### src/rtl/pll_lock_sequencer.sv
// -----------------------------------------------------------------------------
// pll_lock_sequencer
//
// Sequences the reset/lock cycle of the pixel-clock PLL from the free-running
// reference clock. The PLL is held in reset for a minimum time, then lock is
// awaited with a timeout, qualified for stability and given a short release
// delay before the downstream synchronous reset is dropped. Timeouts and lock
// losses before RUN consume retries; exhausting them parks the block in FAIL.
//
// Ports:
//   clkin        in   reference clock, the only clock of this block
//   reset        in   synchronous active-high block reset
//   lock_in      in   PLL lock, asynchronous to clkin (synchronized here)
//   force_relock in   single-cycle request to restart the whole sequence
//   pll_reset    out  PLL reset, high in HOLD and FAIL only
//   sys_rst      out  downstream reset, low only in RUN
//   ready        out  high only in RUN
//   fail         out  high only in FAIL
//   retry_cnt    out  attempts consumed in the current sequence
//   lol_sticky   out  lock was lost while in RUN
//   state        out  HOLD=0 WAIT=1 STABLE=2 RELEASE=3 RUN=4 FAIL=5
// -----------------------------------------------------------------------------
module pll_lock_sequencer #(
  parameter int unsigned RST_HOLD_CYCLES    = 1000,
  parameter int unsigned LOCK_TIMEOUT       = 50000,
  parameter int unsigned LOCK_STABLE_CYCLES = 256,
  parameter int unsigned RELEASE_DELAY      = 16,
  parameter int unsigned MAX_RETRIES        = 7
) (
  input  logic       clkin,
  input  logic       reset,
  input  logic       lock_in,
  input  logic       force_relock,
  output logic       pll_reset,
  output logic       sys_rst,
  output logic       ready,
  output logic       fail,
  output logic [3:0] retry_cnt,
  output logic       lol_sticky,
  output logic [2:0] state
);

  typedef enum logic [2:0] {
    ST_HOLD    = 3'd0,
    ST_WAIT    = 3'd1,
    ST_STABLE  = 3'd2,
    ST_RELEASE = 3'd3,
    ST_RUN     = 3'd4,
    ST_FAIL    = 3'd5
  } state_e;

  localparam int CNT_W = 17;

  // The counter holds (cycles spent in the state - 1), so each exit compares
  // against the last cycle index of the state.
  localparam logic [CNT_W-1:0] HOLD_LAST    = 17'(RST_HOLD_CYCLES - 1);
  localparam logic [CNT_W-1:0] TIMEOUT_LAST = 17'(LOCK_TIMEOUT - 1);
  localparam logic [CNT_W-1:0] STABLE_LAST  = 17'(LOCK_STABLE_CYCLES - 1);
  localparam logic [CNT_W-1:0] RELEASE_LAST = 17'(RELEASE_DELAY - 1);
  localparam logic [CNT_W-1:0] CNT_SAT      = {CNT_W{1'b1}};
  localparam logic [3:0]       RETRY_MAX    = 4'(MAX_RETRIES);

  state_e           state_q, state_d;
  logic [CNT_W-1:0] cnt_q, cnt_d;
  logic [3:0]       retry_q, retry_d;
  logic             lol_q, lol_d;
  logic             meta_q, lock_s_q;
  logic             pll_reset_q, pll_reset_d;
  logic             sys_rst_q, sys_rst_d;
  logic             ready_q, ready_d;
  logic             fail_q, fail_d;
  logic             restart_s;
  state_e           retry_state_s;
  logic [3:0]       retry_inc_s;

  // Two-flop synchronizer for the asynchronous PLL lock.
  always_ff @(posedge clkin) begin
    if (reset) begin
      meta_q   <= 1'b0;
      lock_s_q <= 1'b0;
    end else begin
      meta_q   <= lock_in;
      lock_s_q <= meta_q;
    end
  end

  // Outcome of a failed attempt: another HOLD with one more retry, or FAIL
  // once the budget is spent (the count never goes past MAX_RETRIES).
  always_comb begin
    retry_state_s = ST_HOLD;
    retry_inc_s   = retry_q;
    if (retry_q == RETRY_MAX) begin
      retry_state_s = ST_FAIL;
      retry_inc_s   = retry_q;
    end else begin
      retry_state_s = ST_HOLD;
      retry_inc_s   = retry_q + 4'd1;
    end
  end

  // Next-state, retry/loss bookkeeping and next registered outputs.
  always_comb begin
    state_d   = state_q;
    retry_d   = retry_q;
    lol_d     = lol_q;
    restart_s = 1'b0;
    if (force_relock) begin
      // Overrides any lock event or timeout seen in the same cycle.
      state_d   = ST_HOLD;
      retry_d   = 4'd0;
      lol_d     = 1'b0;
      restart_s = 1'b1;
    end else begin
      case (state_q)
        ST_HOLD: begin
          if (cnt_q == HOLD_LAST) state_d = ST_WAIT;
          else                    state_d = ST_HOLD;
        end
        ST_WAIT: begin
          if (lock_s_q) begin
            state_d = ST_STABLE;
          end else if (cnt_q == TIMEOUT_LAST) begin
            state_d = retry_state_s;
            retry_d = retry_inc_s;
          end else begin
            state_d = ST_WAIT;
          end
        end
        ST_STABLE: begin
          // A dropout just returns to WAIT, whose timeout starts over.
          if (!lock_s_q)                  state_d = ST_WAIT;
          else if (cnt_q == STABLE_LAST)  state_d = ST_RELEASE;
          else                            state_d = ST_STABLE;
        end
        ST_RELEASE: begin
          if (!lock_s_q) begin
            state_d = retry_state_s;
            retry_d = retry_inc_s;
          end else if (cnt_q == RELEASE_LAST) begin
            state_d = ST_RUN;
          end else begin
            state_d = ST_RELEASE;
          end
        end
        ST_RUN: begin
          // Lock loss after a good sequence starts a fresh one.
          if (!lock_s_q) begin
            state_d = ST_HOLD;
            retry_d = 4'd0;
            lol_d   = 1'b1;
          end else begin
            state_d = ST_RUN;
          end
        end
        ST_FAIL: begin
          state_d = ST_FAIL;
        end
        default: begin
          state_d = ST_HOLD;
          retry_d = 4'd0;
        end
      endcase
    end

    // The counter restarts on every state entry, including HOLD re-entry.
    if (restart_s || (state_d != state_q)) begin
      cnt_d = 17'd0;
    end else if (cnt_q == CNT_SAT) begin
      cnt_d = cnt_q;
    end else begin
      cnt_d = cnt_q + 17'd1;
    end

    pll_reset_d = (state_d == ST_HOLD) || (state_d == ST_FAIL);
    sys_rst_d   = (state_d != ST_RUN);
    ready_d     = (state_d == ST_RUN);
    fail_d      = (state_d == ST_FAIL);
  end

  // State, counter, bookkeeping and output registers.
  always_ff @(posedge clkin) begin
    if (reset) begin
      state_q     <= ST_HOLD;
      cnt_q       <= 17'd0;
      retry_q     <= 4'd0;
      lol_q       <= 1'b0;
      pll_reset_q <= 1'b1;
      sys_rst_q   <= 1'b1;
      ready_q     <= 1'b0;
      fail_q      <= 1'b0;
    end else begin
      state_q     <= state_d;
      cnt_q       <= cnt_d;
      retry_q     <= retry_d;
      lol_q       <= lol_d;
      pll_reset_q <= pll_reset_d;
      sys_rst_q   <= sys_rst_d;
      ready_q     <= ready_d;
      fail_q      <= fail_d;
    end
  end

  assign pll_reset  = pll_reset_q;
  assign sys_rst    = sys_rst_q;
  assign ready      = ready_q;
  assign fail       = fail_q;
  assign retry_cnt  = retry_q;
  assign lol_sticky = lol_q;
  assign state      = state_q;

endmodule

### config.mk
export PLATFORM = sky130hd
export DESIGN_NAME = pll_lock_sequencer
export DESIGN_NICKNAME = d
export VERILOG_FILES = /design/src/rtl/pll_lock_sequencer.sv
export SDC_FILE = /design/constraint.sdc
export NUM_CORES = 1
export LEC_CHECK = 0
export CAP_MARGIN = 20
export CORE_ASPECT_RATIO = 1.25
export CORE_MARGIN = 1.5
export CORE_UTILIZATION = 45
export DETAILED_ROUTE_END_ITERATION = 10
export GPL_ROUTABILITY_DRIVEN = 0
export GPL_TIMING_DRIVEN = 0
export PLACE_DENSITY_LB_ADDON = 0.3
export SYNTH_ARGS = -nofsm -noshare
export SYNTH_HDL_FRONTEND = slang
export SYNTH_SLANG_ARGS = --single-unit
### constraint.sdc
create_clock -name clkin -period 3.8 [get_ports clkin]
set_input_delay 0.76 -clock clkin [delete_from_list [all_inputs] [get_ports clkin]]
set_output_delay 0.76 -clock clkin [all_outputs]
set_load 0.02 [all_outputs]
### Word-level counts from Yosys, hierarchy flattened

Cells that the tools add are included.

* register bits after elaboration: 31
* bits of input ports: 4
* output and inout bits: 12

* add/sub/neg operators: 2
* eq/ne operators: 19
* mux-type cells: 18
* bitwise logic cells: 2
* reduce and logical (&&, ||, !) cells: 9

Operators by type and width (count)
* 2-to-1 mux 3 bit: 7
* 2-to-1 mux 4 bit: 5
* one-hot mux 3 bit (6 select lines): 1
* adder 17 x 1 -> 17 bit, second input constant: 1
* == test 17 x 10 -> 1 bit, second input constant: 1
* == test 17 x 16 -> 1 bit, second input constant: 1
* == test 17 bit, second input constant: 1
* == test 17 x 4 -> 1 bit, second input constant: 1
* == test 17 x 8 -> 1 bit, second input constant: 1
* one-hot mux 4 bit (4 select lines): 1
* == test 3 bit, second input constant: 4
* inequality test 2 bit, second input constant: 4
* == test 3 x 2 -> 1 bit, second input constant: 2
* logical NOT 3 bit: 2
* AND reduction 5 bit: 1
* adder 4 x 1 -> 4 bit, second input constant: 1
* == test 4 x 3 -> 1 bit, second input constant: 1
* OR reduction 2 bit: 2
* == test 3 x 1 -> 1 bit, second input constant: 1
* 2-to-1 mux 1 bit: 3
* inequality test 3 bit: 1
* inequality test 3 bit, second input constant: 1
* OR reduction 3 bit: 1
* logical OR 1 bit: 2
* other kinds (3): 4

### Depth between registers and ports, before layout

* depth after elaboration: 9
* mapped depth: 12
* depth with buffers taken out: 11

### Least setup slack after synthesis

OpenSTA, ideal clock, no wires.

* path type: reg-to-reg
* start: register cnt_q[4]
* end: register cnt_q[15]
* setup time: 0.116 ns
* arrival time: 2.206 ns
* setup slack: 1.478 ns
* cell stages (with the launch flop): 12
* buffers on the path: 1
* clock period less this slack: 2.322 ns
* path through: dfxtp_1 -> and4_2 -> nand3_1 -> nor3_1 -> ha_1 -> clkbuf_1 -> and4b_1 -> and2_1 -> nor2b_1 -> nand3_1 -> xor2_1 -> nor2_2

* longest elaborated chain between the ends: 8
* elaborated cells between the ends (all ways): 18

Ends and longest elaborated chain
* from (decl): line 64 `logic [CNT_W-1:0] cnt_q, cnt_d;`
* from (signal assigned): line 193 `cnt_q <= cnt_d;`
* == test 17 x 4 -> 1 bit, or another cell as far along: line 139 `end else if (cnt_q == RELEASE_LAST) begin`
* 2-to-1 mux 3 bit, or another cell as far along: line 139
* 2-to-1 mux 3 bit, or another cell as far along: line 136 `if (!lock_s_q) begin`
* one-hot mux 3 bit (6 select lines): line 114 `case (state_q)`
* 2-to-1 mux 3 bit: line 107 `if (force_relock) begin`
* inequality test 3 bit: line 166 `if (restart_s || (state_d != state_q)) begin`
* logical OR 1 bit: line 166
* OR reduction 2 bit (no source line)

Several ways; a longest one is shown, not always the timed one.
A chain may end at the register's enable or synchronous reset.

### Worst setup path in the final report

* start: register cnt_q[6]
* end: register cnt_q[15]

The elaborated chain is that of the path after synthesis.

==> flow_summary.toml <==
[grt]
antenna_found_initial = 0
gr-usage-met2 = 0.352
met1_usage = 0.216
grt_pass1_wl_um = 6300
first_global_vias = 1404
grt_max_degree = 11
busiest_layer = "met2"
overflow = 0
grt.met3_usage = 0.0433
grt_usage = 0.197

[min_path]
hp-start = "meta_q"
holdPathStages = 1
hp-class = "flop to flop"

[routing]
drt-initial-drc-count = 71
drtPass1Iterations = 10
ant_nets = 0
drc = 1
via_per_inst = 5.77
wl_per_cell_um = 14.4
dr_total_vias = 1424
routed_wl_um = 3550

[clock_network]
cts_resized = 0
clkLatencyLatePin_ns = 0.29
clkTransAtPathRegs_ns = 0.07
root_buffer = "clkbuf_8"
postCtsSetupBuffers = 0
hold_buffers = 0
cts_buffers = 5
cts.path.max_buffers = 2
cts_tree = "yes"
h-tree-depth = 2
cts.sinks = 31

[setup_path]
rr_worst_depth = 11
crit_fanout = 6
crit_required_ns = 3.98
critical_path_class = "flop to flop"
end_kind = "flop"
cp-start-kind = "flop"
cp.arrival_ns = 2.84
crit_start = "cnt_q[6]"
timing.rr.start = "cnt_q[6]"

[final_layout]
multi_input_area_mm2 = 0.00103
fill_cells = 330
layoutNonFillerInstCount = 247
n_antenna_cell = 0
drive_gt1_frac = 0.212
seqCellArea_um2 = 621
nets = 214
finalInstanceArea_mm2 = 0.00202
area_growth_pct = 18.6

[synthesis]
ys_ff_latch = 31
yosysSeqAreaShare = 0.364
netlist_instances = 185
synthArstFlopShare = 0
ys.flop_type = "dfxtp_1"
netlist-cell-type-count = 52
syn-cell-area_mm2 = 0.00171
synth_edf_count = 0
synth_fp_nets = 192
yosysWarnings = 0
syn_area_per_cell_um2 = 9.22

[pwr]
p_leak_nw = 0.662
peakVddDrop_uv = 208
power.density_mw_per_mm2 = 340

[die]
die-area_mm2 = 0.00417
core_area_mm2 = 0.00354
dieHeight_um = 71.8
die_w_um = 58.1
ios = 16
rows = 24
start_util = 0.481

[timing]
slew_violations = 0
max_freq_mhz = 377
finalCritPeriodShare = 0.699
grt_setup_unrepaired = "false"
worst_slew_pin_slew_ns = 0.576
relSlewSlack = 0.614
tns_ns = 0
clock_skew_ns = 0.00977
finalSetupViolations = 0
finalHoldViolations = 0
min_period_ns = 2.66

[run_status]
status = "complete, but fails checks"
violations = "design-rule violations"

[place]
numPortBuffers = 15
dpl.hpwl_um = 2660
dpl.cell_count = 239
place_area_mm2 = 0.00190

[flow_run]
max-cap-violations = 0
[cell usage in the layout, fill, tap and decap left out, types with 3 or more instances in the layout]
cell type,instances
ha_1,3
xor2_1,10
nor4_1,3
nand3_1,8
nor3_1,9
a21oi_1,6
inv_1,4
nand2_1,12
buf_2,3
clkbuf_1,3
xnor2_1,6
nor2b_1,6
clkdlybuf4s50_1,15
or2_2,3
nand4_1,4
clkbuf_8,6
nor2_2,10
nor2_1,17
dfxtp_1,31
[state kept, by name, indices dropped and copies added, names as in the netlist]
name,flops
pll_reset,1
cnt_q,17
meta_q,1
ready,1
retry_cnt,4
lol_sticky,1
sys_rst,1
fail,1
state,3
lock_s_q,1
[final cells by class]
class	instances	area share
multi-input cells	143	0.509
clock inverters	2	0.0173
well taps	39	0.0241
inverters	4	0.00743
plain buffers	7	0.0204
flip-flops and latches	31	0.307
clock buffers	6	0.0408
repair buffers	15	0.0743
[worst max-delay path, cell delays in order, from the launching register on]
cell      delay, ns
dfxtp_1        0.43
and4_2         0.29
nand3_1        0.15
nor3_1         0.28
ha_1           0.18
clkbuf_1       0.25
and4b_1        0.26
and2_1         0.20
nor2b_1        0.17
nand3_1        0.10
xor2_1         0.18
nor2_2         0.05
[cell usage after synthesis (4+ instances only)]
| library cell | number | area, um2 |
|---|---|---|
| nand2_1 | 12 | 45.0 |
| xor2_1 | 10 | 87.6 |
| nor2_2 | 10 | 62.6 |
| nor2_1 | 17 | 63.8 |
| nand4_1 | 4 | 25.0 |
| xnor2_1 | 6 | 52.6 |
| nand3_1 | 8 | 40.0 |
| nor3_1 | 9 | 45.0 |
| dfxtp_1 | 31 | 621 |
| inv_1 | 4 | 15.0 |
| a21oi_1 | 6 | 30.0 |
| nor2b_1 | 6 | 37.5 |
[final timing paths]
kind / endpoint / slack, ns
min: lock_s_q / 0.44
max: cnt_q[15] / 1.14
min reg2reg: lock_s_q / 0.44
max reg2reg: cnt_q[15] / 1.14
[per-stage QoR]
step,hold WS [ns],utilization,power [mW],worst slack (ns)
5_1_grt,0.482,0.571,0.711,0.923
3_5_place_dp,0.431,0.537,0.356,0.946
3_3_place_gp,0.425,0.537,0.355,1.00
2_1_floorplan,0.414,-,0.349,1.48
6_report,0.444,0.571,0.687,1.14
4_1_cts,0.455,0.571,0.693,1.12
[power by group]
group | internal [mW] | switching, mW
clock network | 0.212 | 0.126
registers | 0.327 | 0.00202
logic | 0.00926 | 0.0104
total | 0.548 | 0.139
[cell families (layout without fill, tap and decap cells)]
group / count (synthesis) / count (layout) / share of synthesized area
xor+xnor: 16 / 16 / 0.0822
fa+ha+maj: 3 / 3 / 0.0220
flops: 31 / 31 / 0.364
buf+inv: 11 / 34 / 0.0330
compound gates: 26 / 26 / 0.144
mux: 2 / 2 / 0.0117
simple gates: 96 / 96 / 0.343
[layer usage]
| metal | vias up | share of wire |
|---|---|---|
| met1 | 681 | 0.41 |
| met3 | 8 | 0.042 |
| li1 | 701 | - |
| met2 | 34 | 0.52 |
| met4 | 0 | 0.023 |
| met5 | - | 0 |
No activity file was read; power rests on OpenSTA's default activity.
